$ cat src/rtl/vending_pkg.sv
// Shared types and helpers for the parametrised vending controller.
package vending_pkg;

  typedef enum logic [1:0] {
    IDLE     = 2'b00,
    ACCUM    = 2'b01,
    DISPENSE = 2'b10
  } state_t;

  localparam logic [1:0] COIN_NONE    = 2'b00;
  localparam logic [1:0] COIN_SMALL_C = 2'b01;
  localparam logic [1:0] COIN_LARGE_C = 2'b10;

  // Linear price ladder: good 0 costs base, each following good costs step more.
  function automatic int price(input int base, input int step, input int idx);
    return base + idx * step;
  endfunction

endpackage

$ cat src/rtl/vending_machine_param_if.sv
// Front-end / actuator signal bundle of the vending controller.
interface vending_machine_param_if #(
  parameter int NUM_GOODS = 3,
  parameter int CREDIT_W  = 4
) ();

  logic [1:0]           coin;
  logic [NUM_GOODS:0]   keys;
  logic [NUM_GOODS-1:0] restock;
  logic [NUM_GOODS-1:0] sell;
  logic [CREDIT_W-1:0]  change;
  logic                 change_valid;
  logic                 deny;
  logic                 coin_reject;
  logic [CREDIT_W-1:0]  credit;
  logic [NUM_GOODS-1:0] sold_out;

  modport slave (
    input  coin, keys, restock,
    output sell, change, change_valid, deny, coin_reject, credit, sold_out
  );

  modport master (
    output coin, keys, restock,
    input  sell, change, change_valid, deny, coin_reject, credit, sold_out
  );

endinterface

$ cat src/rtl/vm_stock_bank.sv
// Per-good stock counters with vend decrement, restock reload and registered sold-out flags.
module vm_stock_bank #(
  parameter int NUM_GOODS  = 3,
  parameter int STOCK_W    = 3,
  parameter int INIT_STOCK = 4
) (
  input  logic                 clk,
  input  logic                 rst,
  input  logic [NUM_GOODS-1:0] i_dec,
  input  logic [NUM_GOODS-1:0] i_restock,
  output logic [NUM_GOODS-1:0] o_sold_out
);

  logic [STOCK_W-1:0]   r_stock [NUM_GOODS];
  logic [STOCK_W-1:0]   w_stock_nxt [NUM_GOODS];
  logic [NUM_GOODS-1:0] r_sold_out;
  logic [NUM_GOODS-1:0] w_sold_nxt;

  // Next count per good: restock wins over a simultaneous vend; zero never wraps.
  always_comb begin
    for (int i = 0; i < NUM_GOODS; i++) begin
      w_stock_nxt[i] = r_stock[i];
      if (i_restock[i]) begin
        w_stock_nxt[i] = STOCK_W'(INIT_STOCK);
      end else if (i_dec[i] && (r_stock[i] != '0)) begin
        w_stock_nxt[i] = r_stock[i] - STOCK_W'(1);
      end else begin
        w_stock_nxt[i] = r_stock[i];
      end
      w_sold_nxt[i] = (w_stock_nxt[i] == '0);
    end
  end

  // Stock and sold-out flags move together on the same edge.
  always_ff @(posedge clk or posedge rst) begin
    if (rst) begin
      for (int i = 0; i < NUM_GOODS; i++) begin
        r_stock[i] <= STOCK_W'(INIT_STOCK);
      end
      r_sold_out <= '0;
    end else begin
      for (int i = 0; i < NUM_GOODS; i++) begin
        r_stock[i] <= w_stock_nxt[i];
      end
      r_sold_out <= w_sold_nxt;
    end
  end

  assign o_sold_out = r_sold_out;

endmodule

$ cat src/rtl/vending_machine_param.sv
// Parametrised vending controller: credit accumulation, vend/refund FSM, inactivity timeout.
module vending_machine_param
  import vending_pkg::*;
#(
  parameter int NUM_GOODS      = 3,
  parameter int CREDIT_W       = 4,
  parameter int COIN_SMALL     = 1,
  parameter int COIN_LARGE     = 5,
  parameter int PRICE_BASE     = 1,
  parameter int PRICE_STEP     = 1,
  parameter int STOCK_W        = 3,
  parameter int INIT_STOCK     = 4,
  parameter int TIMEOUT_CYCLES = 16
) (
  input logic                   clk,
  input logic                   rst,
  vending_machine_param_if.slave bus
);

  localparam int MAX_CREDIT = 2**CREDIT_W - 1;
  // Sum is kept wider than credit so a saturating coin is detectable.
  localparam int SUM_W      = CREDIT_W + 8;
  localparam int TO_W       = $clog2(TIMEOUT_CYCLES + 2);

  state_t               r_state, w_state_nxt;
  logic [CREDIT_W-1:0]  r_credit, w_credit_nxt;
  logic [TO_W-1:0]      r_idle_cnt, w_idle_cnt_nxt;
  logic [NUM_GOODS-1:0] r_sell, w_sell_nxt;
  logic [CREDIT_W-1:0]  r_change, w_change_nxt;
  logic                 r_change_valid, w_change_valid_nxt;
  logic                 r_deny, w_deny_nxt;
  logic                 r_coin_reject, w_coin_reject_nxt;

  logic [SUM_W-1:0]     w_coin_val;
  logic [SUM_W-1:0]     w_sum;
  logic                 w_over;
  logic [SUM_W-1:0]     w_eff;
  logic                 w_sel_hit;
  logic [NUM_GOODS-1:0] w_sel_onehot;
  logic [SUM_W-1:0]     w_sel_price;
  logic                 w_sel_sold;
  logic                 w_idle_cyc;
  logic                 w_timeout;
  logic [NUM_GOODS-1:0] w_sold_out;

  // Coin value decode and saturating effective credit.
  always_comb begin
    case (bus.coin)
      COIN_SMALL_C: w_coin_val = SUM_W'(COIN_SMALL);
      COIN_LARGE_C: w_coin_val = SUM_W'(COIN_LARGE);
      default:      w_coin_val = '0;
    endcase
    w_sum  = SUM_W'(r_credit) + w_coin_val;
    w_over = (w_sum > SUM_W'(MAX_CREDIT));
    if (w_over) begin
      w_eff = SUM_W'(r_credit);
    end else begin
      w_eff = w_sum;
    end
  end

  // Lowest-index select wins; scanning downward lets the last hit stand.
  always_comb begin
    w_sel_hit    = 1'b0;
    w_sel_onehot = '0;
    w_sel_price  = '0;
    w_sel_sold   = 1'b0;
    for (int i = NUM_GOODS - 1; i >= 0; i--) begin
      if (bus.keys[i+1]) begin
        w_sel_hit    = 1'b1;
        w_sel_onehot = '0;
        w_sel_onehot[i] = 1'b1;
        w_sel_price  = SUM_W'(price(PRICE_BASE, PRICE_STEP, i));
        w_sel_sold   = w_sold_out[i];
      end else begin
        w_sel_hit = w_sel_hit;
      end
    end
  end

  assign w_idle_cyc = (bus.coin == COIN_NONE) && (bus.keys == '0);
  assign w_timeout  = (TIMEOUT_CYCLES != 0) && (r_state == ACCUM) && w_idle_cyc &&
                      (r_idle_cnt == TO_W'(TIMEOUT_CYCLES - 1));

  // Next-state and next-output decisions.
  always_comb begin
    w_state_nxt        = r_state;
    w_credit_nxt       = r_credit;
    w_idle_cnt_nxt     = '0;
    w_sell_nxt         = '0;
    w_change_nxt       = '0;
    w_change_valid_nxt = 1'b0;
    w_deny_nxt         = 1'b0;
    w_coin_reject_nxt  = 1'b0;
    case (r_state)
      DISPENSE: begin
        w_state_nxt       = IDLE;
        w_credit_nxt      = '0;
        w_coin_reject_nxt = (bus.coin == COIN_SMALL_C) || (bus.coin == COIN_LARGE_C);
      end
      IDLE, ACCUM: begin
        w_coin_reject_nxt = w_over;
        if (bus.keys[0]) begin
          if (w_eff != '0) begin
            w_state_nxt        = DISPENSE;
            w_credit_nxt       = '0;
            w_change_nxt       = CREDIT_W'(w_eff);
            w_change_valid_nxt = 1'b1;
          end else begin
            w_credit_nxt = '0;
          end
        end else if (w_sel_hit) begin
          if ((w_eff >= w_sel_price) && !w_sel_sold) begin
            w_state_nxt        = DISPENSE;
            w_credit_nxt       = '0;
            w_sell_nxt         = w_sel_onehot;
            w_change_nxt       = CREDIT_W'(w_eff - w_sel_price);
            w_change_valid_nxt = 1'b1;
          end else begin
            w_deny_nxt   = 1'b1;
            w_credit_nxt = CREDIT_W'(w_eff);
            w_state_nxt  = (w_eff != '0) ? ACCUM : IDLE;
          end
        end else if (w_timeout) begin
          w_state_nxt        = DISPENSE;
          w_credit_nxt       = '0;
          w_change_nxt       = r_credit;
          w_change_valid_nxt = 1'b1;
        end else begin
          w_credit_nxt = CREDIT_W'(w_eff);
          w_state_nxt  = (w_eff != '0) ? ACCUM : IDLE;
          if ((TIMEOUT_CYCLES != 0) && (r_state == ACCUM) && w_idle_cyc) begin
            w_idle_cnt_nxt = r_idle_cnt + TO_W'(1);
          end else begin
            w_idle_cnt_nxt = '0;
          end
        end
      end
      default: begin
        w_state_nxt  = IDLE;
        w_credit_nxt = '0;
      end
    endcase
  end

  // State, credit, timeout counter and output pulse registers.
  always_ff @(posedge clk or posedge rst) begin
    if (rst) begin
      r_state        <= IDLE;
      r_credit       <= '0;
      r_idle_cnt     <= '0;
      r_sell         <= '0;
      r_change       <= '0;
      r_change_valid <= 1'b0;
      r_deny         <= 1'b0;
      r_coin_reject  <= 1'b0;
    end else begin
      r_state        <= w_state_nxt;
      r_credit       <= w_credit_nxt;
      r_idle_cnt     <= w_idle_cnt_nxt;
      r_sell         <= w_sell_nxt;
      r_change       <= w_change_nxt;
      r_change_valid <= w_change_valid_nxt;
      r_deny         <= w_deny_nxt;
      r_coin_reject  <= w_coin_reject_nxt;
    end
  end

  vm_stock_bank #(
    .NUM_GOODS  (NUM_GOODS),
    .STOCK_W    (STOCK_W),
    .INIT_STOCK (INIT_STOCK)
  ) u_stock (
    .clk        (clk),
    .rst        (rst),
    .i_dec      (w_sell_nxt),
    .i_restock  (bus.restock),
    .o_sold_out (w_sold_out)
  );

  assign bus.sell         = r_sell;
  assign bus.change       = r_change;
  assign bus.change_valid = r_change_valid;
  assign bus.deny         = r_deny;
  assign bus.coin_reject  = r_coin_reject;
  assign bus.credit       = r_credit;
  assign bus.sold_out     = w_sold_out;

endmodule

$ cat src/flat_wrapper.sv
// flat-port wrapper written by rule: the top's interface ports become plain ports
module vending_machine_param_flat import vending_pkg::*;
#(
  parameter int NUM_GOODS      = 3,
  parameter int CREDIT_W       = 4,
  parameter int COIN_SMALL     = 1,
  parameter int COIN_LARGE     = 5,
  parameter int PRICE_BASE     = 1,
  parameter int PRICE_STEP     = 1,
  parameter int STOCK_W        = 3,
  parameter int INIT_STOCK     = 4,
  parameter int TIMEOUT_CYCLES = 16
)
  (clk, rst, bus_coin, bus_keys, bus_restock, bus_sell, bus_change, bus_change_valid, bus_deny, bus_coin_reject, bus_credit, bus_sold_out);
  vending_machine_param_if #(.NUM_GOODS(NUM_GOODS), .CREDIT_W(CREDIT_W)) bus_i ();
  input logic clk;
  input logic rst;
  input wire logic [$bits(bus_i.coin)-1:0] bus_coin;
  input wire logic [$bits(bus_i.keys)-1:0] bus_keys;
  input wire logic [$bits(bus_i.restock)-1:0] bus_restock;
  output wire logic [$bits(bus_i.sell)-1:0] bus_sell;
  output wire logic [$bits(bus_i.change)-1:0] bus_change;
  output wire logic [$bits(bus_i.change_valid)-1:0] bus_change_valid;
  output wire logic [$bits(bus_i.deny)-1:0] bus_deny;
  output wire logic [$bits(bus_i.coin_reject)-1:0] bus_coin_reject;
  output wire logic [$bits(bus_i.credit)-1:0] bus_credit;
  output wire logic [$bits(bus_i.sold_out)-1:0] bus_sold_out;
  assign bus_i.coin = bus_coin;
  assign bus_i.keys = bus_keys;
  assign bus_i.restock = bus_restock;
  assign bus_sell = bus_i.sell;
  assign bus_change = bus_i.change;
  assign bus_change_valid = bus_i.change_valid;
  assign bus_deny = bus_i.deny;
  assign bus_coin_reject = bus_i.coin_reject;
  assign bus_credit = bus_i.credit;
  assign bus_sold_out = bus_i.sold_out;
  vending_machine_param #(.NUM_GOODS(NUM_GOODS), .CREDIT_W(CREDIT_W), .COIN_SMALL(COIN_SMALL), .COIN_LARGE(COIN_LARGE), .PRICE_BASE(PRICE_BASE), .PRICE_STEP(PRICE_STEP), .STOCK_W(STOCK_W), .INIT_STOCK(INIT_STOCK), .TIMEOUT_CYCLES(TIMEOUT_CYCLES)) u_core (.clk(clk), .rst(rst), .bus(bus_i));
endmodule
$ cat config.mk
export PLATFORM = sky130hd
export DESIGN_NAME = vending_machine_param_flat
export DESIGN_NICKNAME = d
export VERILOG_FILES = /design/src/rtl/vending_pkg.sv /design/src/rtl/vending_machine_param_if.sv /design/src/rtl/vm_stock_bank.sv /design/src/rtl/vending_machine_param.sv /design/src/flat_wrapper.sv
export SDC_FILE = /design/constraint.sdc
export NUM_CORES = 1
export LEC_CHECK = 0
export BUFFER_PORTS_ARGS = -buffer_cell sky130_fd_sc_hd__buf_2
export CORE_ASPECT_RATIO = 1.25
export CORE_MARGIN = 2
export CORE_UTILIZATION = 30
export DETAILED_ROUTE_END_ITERATION = 8
export PLACE_DENSITY = 0.5
export RECOVER_POWER = 100
export REMOVE_ABC_BUFFERS = 1
export SETUP_SLACK_MARGIN = 0.5
export SYNTH_ARGS = -nofsm -noshare
export SYNTH_HDL_FRONTEND = slang
export SYNTH_HIERARCHICAL = 1
export SYNTH_SLANG_ARGS = --single-unit
$ cat constraint.sdc
create_clock -name clk -period 9.4 [get_ports clk]
set_input_delay 0.94 -clock clk [delete_from_list [all_inputs] [get_ports clk]]
set_output_delay 0.94 -clock clk [all_outputs]
set_load 0.02 [all_outputs]
==> out/qor.csv <==
stage,metric,value,unit
min_path,Worst Hold Endpoint,u_core/r_idle_cnt[0],
routing,drt total wl,4020,um
synth,syn_area_per_cell,10.0,um^2
sta,Peak Freq,0.215,GHz
final_layout,Seq. cell area,830,um^2
final_layout,Total Nets Final,246,
sta,setup violators final,0,
die,Chip Height,92.9,um
critical_path,reg2reg start,u_core/bus.credit[0],
clock_network,CTS Sinks,33,
synth,Post-synth EDFFs,0,
pwr,Leak,0.999,nW
run,max-cap viol count,0,
synth,Synth Flop Type,dfrtp_1,
routing,DRC Markers,0,
clock_network,Bufs on Longest Clock Path,2,
synth,area share of the leading cell type in the synthesized netlist,39.6,%
place,dpl hpwl,3080,um
clock_network,CTS Hold Bufs,0,
clock_network,CTS tree,yes,
sta,Worst-Margin Slew,0.831,ns
clock_network,"Clk Latency, worst-skew pair",0.27,ns
synth,Synth area leaders,"dfrtp_1, ha_1, nor2_1",
critical_path,FF-to-FF setup slack,5.39,ns
pwr,PD cells,166,nW/um^2
global_route,first-pass GRT wire length,6650,um
synth,Yosys top cell by area,dfrtp_1,
min_path,min-delay src,u_core/r_idle_cnt[0],
critical_path,CP max FO,7,
status,outcome,"finished, final reports clean",
critical_path,WP data arrival,4.86,ns
die,DIE WIDTH,75.1,um
min_path,Min-Delay Path Depth,1,
critical_path,Setup CP Type,in2reg,
routing,vias per inst,4.79,
global_route,initial antenna violation count,0,
sta,min cycle time layout,4.65,ns
sta,Slew Limit Headroom,44.6,%
sta,RSZ-0062 raised after global routing,no,
critical_path,Required @ worst endpoint,9.61,ns
sta,Fin. Hold Viols,0,
clock_network,Clock Root Buffer,clkbuf_8,
sta,Clock Skew,0.00165,ns
sta,Max Slew Vio Count,0,
place,IO Port Bufs,27,
clock_network,H-tree depth,2,
synth,Mapped Cells,189,
clock_network,cts repair resizes,0,
die,row count,32,
synth,Synth async-reset ratio,100,%
global_route,largest net degree at the start of global routing,22,
clock_network,CTS buffer count,5,
place,RePlAce Congestion,0.796,
synth,Seq cells post-synth,33,
critical_path,startpoint types,input port,
final_layout,area of the multi-input gates,945,um^2
synth,post-synthesis cell type count,49,
final_layout,fraction of layout cells with a size suffix above 1,11.4,%
clock_network,Post-CTS Setup Bufs,0,
routing,WL/cell,13.2,um
clock_network,clk slew on worst S/H paths,0.06,ns
routing,via count,1462,
routing,initial drt markers,52,
synth,yosys synthesis warning count,6,
critical_path,Reg-to-Reg End,u_core/u_stock/r_stock[5],
sta,Setup TNS,0,ns
pwr,VDD IR-drop max,0.0640,mV
die,Starting Density,31.0,%
final_layout,number of filler cells placed in the layout,670,
global_route,number of global-route vias before repair,1428,
die,Core Footprint,6130,um^2
die,Die ar.,6980,um^2
routing,post-route ant nets,0,
final_layout,number of diodes,0,
final_layout,design area,2150,um^2
routing,First-pass DRT Iterations,4,
global_route,"Remaining Overflow, GRT",0,
synth,post-synthesis sequential area ratio,43.7,%
critical_path,FF-to-FF path depth,14,
final_layout,Syn-to-layout area delta,13.2,%
sta,period utilization,49.5,%
place,placed cell area,2110,um^2
min_path,worst min path class,reg2reg,
critical_path,Crit. End Element,register,
synth,Syn Std Cell Area,1900,um^2
global_route,Total Routing Usage GR,12.5,%
die,IO Pins,28,
-- cell type report --
cell class                      instances  area share [%]
Inverter                               20            3.50
Tap cell                               85            4.95
Multi-Input combinational cell        132            44.0
Clock buffer                            8            3.73
Timing Repair Buffer                   27            5.19
Sequential cell                        33            38.6
-- synth_stat cells, drive strengths merged (3+ instances only) --
cell and instances:
dfrtp 30, nor2 24, inv 20, ha 15
nor3 9, a21oi 7, nand2 7, nor2b 5
a211o 4, a41oi 4, mux2i 4, nand3 4
o21ai 4, and3 3, dfstp 3, mux2 3
nand2b 3, o31ai 3, xnor2 3
-- worst max-delay path by stage --
| stage | cells after the start | end | startpoint | slack [ns] |
|---|---|---|---|---|
| after floorplan | 16 | u_core/u_stock/r_stock[5] | bus_coin[0] | 5.00 |
| after global placement | 17 | u_core/u_stock/r_stock[5] | bus_coin[0] | 4.47 |
| after detailed placement | 17 | u_core/u_stock/r_stock[5] | bus_coin[0] | 4.40 |
| after CTS | 17 | u_core/u_stock/r_stock[5] | bus_coin[0] | 4.70 |
| after global routing | 17 | u_core/u_stock/r_stock[5] | bus_coin[0] | 4.29 |
| final | 17 | u_core/u_stock/r_stock[5] | bus_coin[0] | 4.75 |
-- flip-flops by register name, summed over array words and instances (netlist names), 2 cells and up --
register	cells
u_core/bus.change	4
u_core/bus.credit	4
u_core/bus.sell	3
u_core/r_idle_cnt	5
u_core/r_state	2
u_core/u_stock/o_sold_out	3
u_core/u_stock/r_stock	9
-- routing by layer --
metal	GRT usage [%]	routed length, um	vias to the layer above
li1	-	-	725
met4	4.02	63	0
met1	16.1	1810	695
met2	20.1	1970	35
met3	3.16	180	7
met5	0	0	-
-- cells in the final DEF, fill, tap and decap left out, types with 2 or more instances in the layout --
master and instances:
a211o_1 3, a21oi_1 7, a41oi_1 4, and3_1 2, buf_2 8, clkbuf_1 22
clkbuf_8 5, dfrtp_1 30, dfstp_2 3, ha_1 15, inv_1 20, mux2_2 3
mux2i_1 4, nand2_1 7, nand2b_1 3, nand3_1 4, nand3b_1 2, nand4_1 2
nand4b_1 2, nor2_1 24, nor2b_1 5, nor3_1 8, nor3b_1 2, nor4b_1 2
o21ai_0 4, o31a_1 2, o31ai_1 3, or2_2 2, or4_1 2, or4b_1 2
xnor2_1 3
-- through the flow --
step           cells  setup slack, ns  hold WS [ns]  util, %  total power [mW]
2_1_floorplan    185             5.00         0.429        -             0.233
3_3_place_gp     297             4.47         0.448     34.5             0.263
3_5_place_dp     297             4.40         0.450     34.5             0.264
4_1_cts          305             4.70         0.459     35.8             0.368
5_1_grt          305             4.29         0.489     35.0             0.382
6_report         305             4.75         0.460     35.0             0.356
-- where the power goes --
group          leakage [nW]  internal [mW]  switching (mW)
registers             0.440          0.157         0.00841
clock network        0.0395         0.0526          0.0480
logic                 0.519         0.0319          0.0579
-- cell families after synthesis --
| group | count (synthesis) | share of synthesized area, % |
|---|---|---|
| compound gates | 32 | 12.7 |
| xor+xnor | 4 | 1.85 |
| fa+ha+maj | 16 | 10.9 |
| buf+inv | 24 | 5.21 |
| flops | 33 | 43.7 |
| mux | 7 | 3.89 |
| simple gates | 73 | 21.6 |
-- worst max-delay path, cell delays in order --
cell and delay [ns]:
buf_2 0.07, inv_1 0.04, ha_1 0.30, ha_1 0.20, ha_1 0.21, and2_2 0.20, o21ai_0 0.36, mux2i_1 0.56
inv_1 0.09, ha_1 0.31, nand2_1 0.05, nand2_1 0.07, nor3_1 0.09, nor4b_1 0.55, nor2b_1 0.43, nor2_1 0.07
a211o_2 0.31
No activity file was read; power rests on OpenSTA's default activity.
